===== config.mk =====
export PLATFORM = sky130hd
export DESIGN_NAME = uart_rx
export DESIGN_NICKNAME = d
export VERILOG_FILES = /design/src/rtl/uart_rx_pkg.sv /design/src/rtl/uart_rx_sampler.sv /design/src/rtl/uart_rx.sv
export SDC_FILE = /design/constraint.sdc
export NUM_CORES = 1
export LEC_CHECK = 0
export ABC_AREA = 1
export BUFFER_PORTS_ARGS = -buffer_cell sky130_fd_sc_hd__buf_4
export CORE_AREA = 3 3 89 91
export DETAILED_ROUTE_END_ITERATION = 8
export DIE_AREA = 0 0 92 94
export PLACE_DENSITY_LB_ADDON = 0.25
export SETUP_SLACK_MARGIN = 0.4
export SLEW_MARGIN = 20
export SYNTH_ARGS = -nofsm -noshare
export SYNTH_HDL_FRONTEND = slang
export SYNTH_SLANG_ARGS = --single-unit

===== constraint.sdc =====
create_clock -name CLK -period 3.6 [get_ports CLK]
set_input_delay 0.36 -clock CLK [delete_from_list [all_inputs] [get_ports CLK]]
set_output_delay 0.36 -clock CLK [all_outputs]
set_load 0.03 [all_outputs]

===== src/rtl/uart_rx_pkg.sv =====
// Shared types and helpers for the UART receiver: FSM encoding, prescale
// selection codes and the three-sample majority vote.
package uart_rx_pkg;

   typedef enum logic [2:0] {
      IDLE   = 3'd0,
      START  = 3'd1,
      DATA   = 3'd2,
      PARITY = 3'd3,
      STOP   = 3'd4
   } rx_state_e;

   // Code 0 is the reset value and stands for the default ratio of 8.
   typedef enum logic [1:0] {
      PS_8  = 2'd0,
      PS_16 = 2'd1,
      PS_32 = 2'd2
   } presc_sel_e;

   localparam logic [5:0] PRESC_8  = 6'd8;
   localparam logic [5:0] PRESC_16 = 6'd16;
   localparam logic [5:0] PRESC_32 = 6'd32;

   function automatic presc_sel_e presc_encode(input logic [5:0] p);
      case (p)
         PRESC_16: return PS_16;
         PRESC_32: return PS_32;
         default:  return PS_8;
      endcase
   endfunction

   function automatic logic [5:0] presc_value(input presc_sel_e s);
      case (s)
         PS_16:   return PRESC_16;
         PS_32:   return PRESC_32;
         default: return PRESC_8;
      endcase
   endfunction

   function automatic logic majority3(input logic a, input logic b, input logic c);
      return (a & b) | (a & c) | (b & c);
   endfunction

endpackage


===== src/rtl/uart_rx_sampler.sv =====
// Per-bit oversampling counter: votes RX at the three mid-bit edges and
// strobes bit_done on the last edge of each bit period.
module uart_rx_sampler
   import uart_rx_pkg::*;
(
   input  logic       CLK,
   input  logic       RST,
   input  logic       en_i,
   input  logic       rx_i,
   input  presc_sel_e presc_sel_i,
   output logic       sampled_bit,
   output logic       bit_done
);

   logic [5:0] presc;
   logic [5:0] half;
   logic [5:0] edge_cnt_q, edge_cnt_d;
   logic [1:0] early_q;
   logic       sampled_bit_q;

   assign presc       = presc_value(presc_sel_i);
   assign half        = presc >> 1;
   assign bit_done    = en_i && (edge_cnt_q == presc - 6'd1);
   assign sampled_bit = sampled_bit_q;

   // Counter is parked at zero while idle so the first START cycle is edge 0.
   always_comb begin
      edge_cnt_d = edge_cnt_q + 6'd1;
      if (!en_i || bit_done) begin
         edge_cnt_d = 6'd0;
      end
   end

   always_ff @(posedge CLK or negedge RST) begin
      if (!RST) begin
         edge_cnt_q    <= 6'd0;
         early_q       <= 2'b00;
         sampled_bit_q <= 1'b0;
      end else begin
         edge_cnt_q <= edge_cnt_d;
         if (en_i && (edge_cnt_q == half - 6'd1)) begin
            early_q[0] <= rx_i;
         end
         if (en_i && (edge_cnt_q == half)) begin
            early_q[1] <= rx_i;
         end
         if (en_i && (edge_cnt_q == half + 6'd1)) begin
            sampled_bit_q <= majority3(early_q[0], early_q[1], rx_i);
         end
      end
   end

endmodule


===== src/rtl/uart_rx.sv =====
// UART receiver: frame FSM with optional parity, one-cycle outcome pulses
// registered the cycle after the stop bit's final oversampling edge.
module uart_rx
   import uart_rx_pkg::*;
#(
   parameter int DATA_WIDTH = 8
) (
   input  logic                  CLK,
   input  logic                  RST,
   input  logic                  RX_IN,
   input  logic [5:0]            Prescale,
   input  logic                  parity_enable,
   input  logic                  parity_type,
   output logic [DATA_WIDTH-1:0] P_DATA,
   output logic                  data_valid,
   output logic                  parity_error,
   output logic                  framing_error
);

   localparam int BCW = (DATA_WIDTH > 1) ? $clog2(DATA_WIDTH) : 1;
   localparam logic [BCW-1:0] LAST_BIT = BCW'(DATA_WIDTH - 1);

   rx_state_e             state_q;
   presc_sel_e            presc_sel_q;
   logic                  par_en_q;
   logic                  par_type_q;
   logic                  par_err_q;
   logic [BCW-1:0]        bit_cnt_q;
   logic [DATA_WIDTH-1:0] shift_q;
   logic [DATA_WIDTH-1:0] p_data_q;
   logic                  data_valid_q;
   logic                  parity_error_q;
   logic                  framing_error_q;

   logic sampled_bit;
   logic bit_done;

   uart_rx_sampler u_sampler (
      .CLK         (CLK),
      .RST         (RST),
      .en_i        (state_q != IDLE),
      .rx_i        (RX_IN),
      .presc_sel_i (presc_sel_q),
      .sampled_bit (sampled_bit),
      .bit_done    (bit_done)
   );

   always_ff @(posedge CLK or negedge RST) begin
      if (!RST) begin
         state_q         <= IDLE;
         presc_sel_q     <= PS_8;
         par_en_q        <= 1'b0;
         par_type_q      <= 1'b0;
         par_err_q       <= 1'b0;
         bit_cnt_q       <= '0;
         shift_q         <= '0;
         p_data_q        <= '0;
         data_valid_q    <= 1'b0;
         parity_error_q  <= 1'b0;
         framing_error_q <= 1'b0;
      end else begin
         data_valid_q    <= 1'b0;
         parity_error_q  <= 1'b0;
         framing_error_q <= 1'b0;
         case (state_q)
            IDLE: begin
               // Frame configuration is frozen here for the whole frame.
               if (!RX_IN) begin
                  state_q     <= START;
                  presc_sel_q <= presc_encode(Prescale);
                  par_en_q    <= parity_enable;
                  par_type_q  <= parity_type;
                  par_err_q   <= 1'b0;
                  bit_cnt_q   <= '0;
               end
            end
            START: begin
               if (bit_done) begin
                  state_q <= sampled_bit ? IDLE : DATA;
               end
            end
            DATA: begin
               if (bit_done) begin
                  shift_q <= DATA_WIDTH'({sampled_bit, shift_q} >> 1);
                  if (bit_cnt_q == LAST_BIT) begin
                     bit_cnt_q <= '0;
                     state_q   <= par_en_q ? PARITY : STOP;
                  end else begin
                     bit_cnt_q <= bit_cnt_q + BCW'(1);
                  end
               end
            end
            PARITY: begin
               if (bit_done) begin
                  par_err_q <= ((^shift_q) ^ sampled_bit) != par_type_q;
                  state_q   <= STOP;
               end
            end
            STOP: begin
               if (bit_done) begin
                  state_q <= IDLE;
                  if (!sampled_bit) begin
                     framing_error_q <= 1'b1;
                  end else if (par_err_q) begin
                     parity_error_q <= 1'b1;
                  end else begin
                     data_valid_q <= 1'b1;
                     p_data_q     <= shift_q;
                  end
               end
            end
            default: state_q <= IDLE;
         endcase
      end
   end

   assign P_DATA        = p_data_q;
   assign data_valid    = data_valid_q;
   assign parity_error  = parity_error_q;
   assign framing_error = framing_error_q;

endmodule


==> flow_summary.json <==
{
  "outcome": "finished, final reports clean",
  "critPathLaunch": "presc_sel_q[0]",
  "clk_path_buf_depth": 2,
  "met1Wirelength_um": 2030,
  "final_cell_mix": "nand2_1 (61), dfrtp_1 (39), inv_1 (30), nor2_1 (23), buf_4 (21)",
  "ys_seq_area_share_pct": 46.1,
  "cap_violations": 0,
  "synth_top_area_share_pct": 46.1,
  "clk_latency_ns": 0.29,
  "vdd_drop_max_v": 0.000193,
  "numClockSinks": 39,
  "ios": 22,
  "vias_per_cell": 4.19,
  "track_usage_pct": 9.92,
  "hold_viol_final": 0,
  "grt_max_degree": 40,
  "firstDrtPassIters": 5,
  "synth-seq-cells": 39,
  "yosys_warnings": 0,
  "drt_wl_total_um": 3930,
  "final_common_cell": "nand2_1",
  "place_congestion": 0.795,
  "placeableCoreArea_um2": 7210,
  "r2r-end": "P_DATA[3]",
  "dieArea_um2": 8650,
  "fin_crit_ns": 1.85,
  "drive_gt1_share_pct": 21.5,
  "wl_met2_um": 1710,
  "wl_per_cell_um": 10.5,
  "fin_cells": 373,
  "fp.dieW_um": 92,
  "dpl.hpwl_um": 3020,
  "reg2reg_depth": 10,
  "ant_nets": 0,
  "finalCritPeriodShare_pct": 51.3,
  "hold_path.class": "in -> async",
  "drc": 0,
  "netlist_instances": 247,
  "syn_avg_cell_area_um2": 8.57,
  "synth.largest_area_cell": "dfrtp_1",
  "final_nets": 292,
  "top_layer": "met4",
  "multiInputGateArea_um2": 977,
  "tns_ns": 0,
  "regToRegStartpoint": "presc_sel_q[0]",
  "power.leakage_nw": 1.20,
  "synth_enable_flop_cells": 0,
  "synthArstFlopShare_pct": 100,
  "wl_met3_um": 146,
  "n_fill_cell": 782,
  "cts-resized-gates": 0,
  "path_max_fanout": 15,
  "synth_area_leaders": "dfrtp_1 (46%), nand2_1 (11%), inv_1 (5.3%)",
  "register_area_um2": 976,
  "dp.cells": 365,
  "slew_violations": 0,
  "start_util_pct": 29.3,
  "syn_nets": 266,
  "cts_setup_buffers": 0,
  "grt_pass1_wl_um": 6980,
  "synth_ff_type": "dfrtp_1",
  "skew_ns": 0.0125,
  "clkTransAtPathRegs_ns": 0.08,
  "drt-initial-drc-count": 73,
  "rsz0062_at_grt": "false",
  "report.final.setup_viol": 0,
  "ys_types": 32,
  "io_buffers": 21,
  "max_slew_margin_pct": 66.7,
  "numCtsBuffers": 5,
  "power_density_nw_per_um2": 540,
  "worstPathRequired_ns": 3.78,
  "ctsHoldBuffers": 0,
  "num_rows": 31,
  "end_kind": "register",
  "critical_path_class": "reg -> reg",
  "netlist_area_um2": 2120,
  "tightest_slew_ns": 0.500,
  "ctsRootBufferMaster": "clkbuf_8",
  "startpoint_type": "register",
  "num_vias": 1562,
  "fmax_mhz": 541,
  "gr-total-overflow": 0,
  "area_delta_synth_final_pct": 17.4,
  "die_y_um": 94,
  "crit_arrival_ns": 2.03,
  "grt_pass1_vias": 1558,
  "tritoncts": "built",
  "ff2ff_setup_slack_ns": 1.75,
  "cts.htree.levels": 2,
  "num_antenna_cells": 0,
  "antenna_found_initial": 0
}
-- Yosys cell counts, types with 2 or more instances --
cell type  count
nand2_1       61
dfrtp_1       39
inv_1         30
nor2_1        23
nand3_1       11
ha_1           8
o21ai_1        8
xnor2_1        8
nand2_2        7
o21ai_0        7
o21ai_2        7
a21oi_1        4
nor3_1         4
inv_2          3
nand2_4        3
nand4_1        3
nor2_2         3
xor2_1         3
a31oi_1        2
-- layer usage --
layer / up-vias / global-route usage (%)
met5: - / 0
met4: 0 / 2.97
met3: 5 / 2.56
li1: 830 / -
met2: 25 / 16.2
met1: 702 / 13.0
-- layout make-up --
class,count,area share (%)
multi-input combinational,171,39.3
clock buffer,5,2.77
sequential,39,39.3
tap,99,4.98
timing repair buffer,21,6.34
clock inverter,3,1.76
inverter,35,5.54
-- power by group --
group | leakage [nW] | switching, mW | internal [mW] | total, mW
sequential | 0.527 | 0.0622 | 0.498 | 0.560
clock | 0.0581 | 0.158 | 0.206 | 0.364
combinational | 0.614 | 0.275 | 0.141 | 0.416
-- flip-flops by register name (all words and copies together) (netlist names) --
signal	flops
shift_q	8
par_type_q	1
par_en_q	1
u_sampler.early_q	2
P_DATA	8
bit_cnt_q	3
presc_sel_q	2
u_sampler.edge_cnt_q	6
par_err_q	1
state_q	3
u_sampler.sampled_bit	1
framing_error	1
parity_error	1
data_valid	1
-- critical path, cell delays in order (launching register included) --
cell     delay (ns)
dfrtp_1        0.37
inv_1          0.07
ha_1           0.33
nand2_1        0.12
nand3_4        0.08
nor2_4         0.12
nand2_4        0.09
inv_6          0.08
nand4_4        0.24
nand2_1        0.16
o21ai_2        0.06
-- cells by family after synthesis --
logic type,synth area share (%)
compound gates,9.46
xor+xnor,4.55
fa+ha+maj,4.73
buf+inv,7.74
flops,46.1
simple gates,27.4
-- per-stage QoR --
| stage | instance area [um2] | util (%) | hold slack (ns) | total power, mW | setup WS (ns) |
|---|---|---|---|---|---|
| 2_1_floorplan | 2120 | - | 0.0644 | 0.881 | 1.93 |
| 3_3_place_gp | 2370 | 32.9 | 0.374 | 0.986 | 1.79 |
| 3_5_place_dp | 2370 | 32.9 | 0.373 | 0.994 | 1.74 |
| 4_1_cts | 2480 | 34.4 | 0.0467 | 1.37 | 1.73 |
| 5_1_grt | 2480 | 34.4 | 0.0680 | 1.46 | 1.52 |
| 6_report | 2480 | 34.4 | 0.0357 | 1.34 | 1.75 |
-- worst max-delay path by stage --
stage / endpoint / slack [ns] / cells after the start
after floorplan: P_DATA[5] / 1.93 / 11
after global placement: P_DATA[4] / 1.79 / 10
after detailed placement: P_DATA[7] / 1.74 / 10
after CTS: P_DATA[3] / 1.73 / 10
after global routing: P_DATA[7] / 1.52 / 11
final: P_DATA[3] / 1.75 / 10
Note: power is estimated with default switching activity, not from simulation.
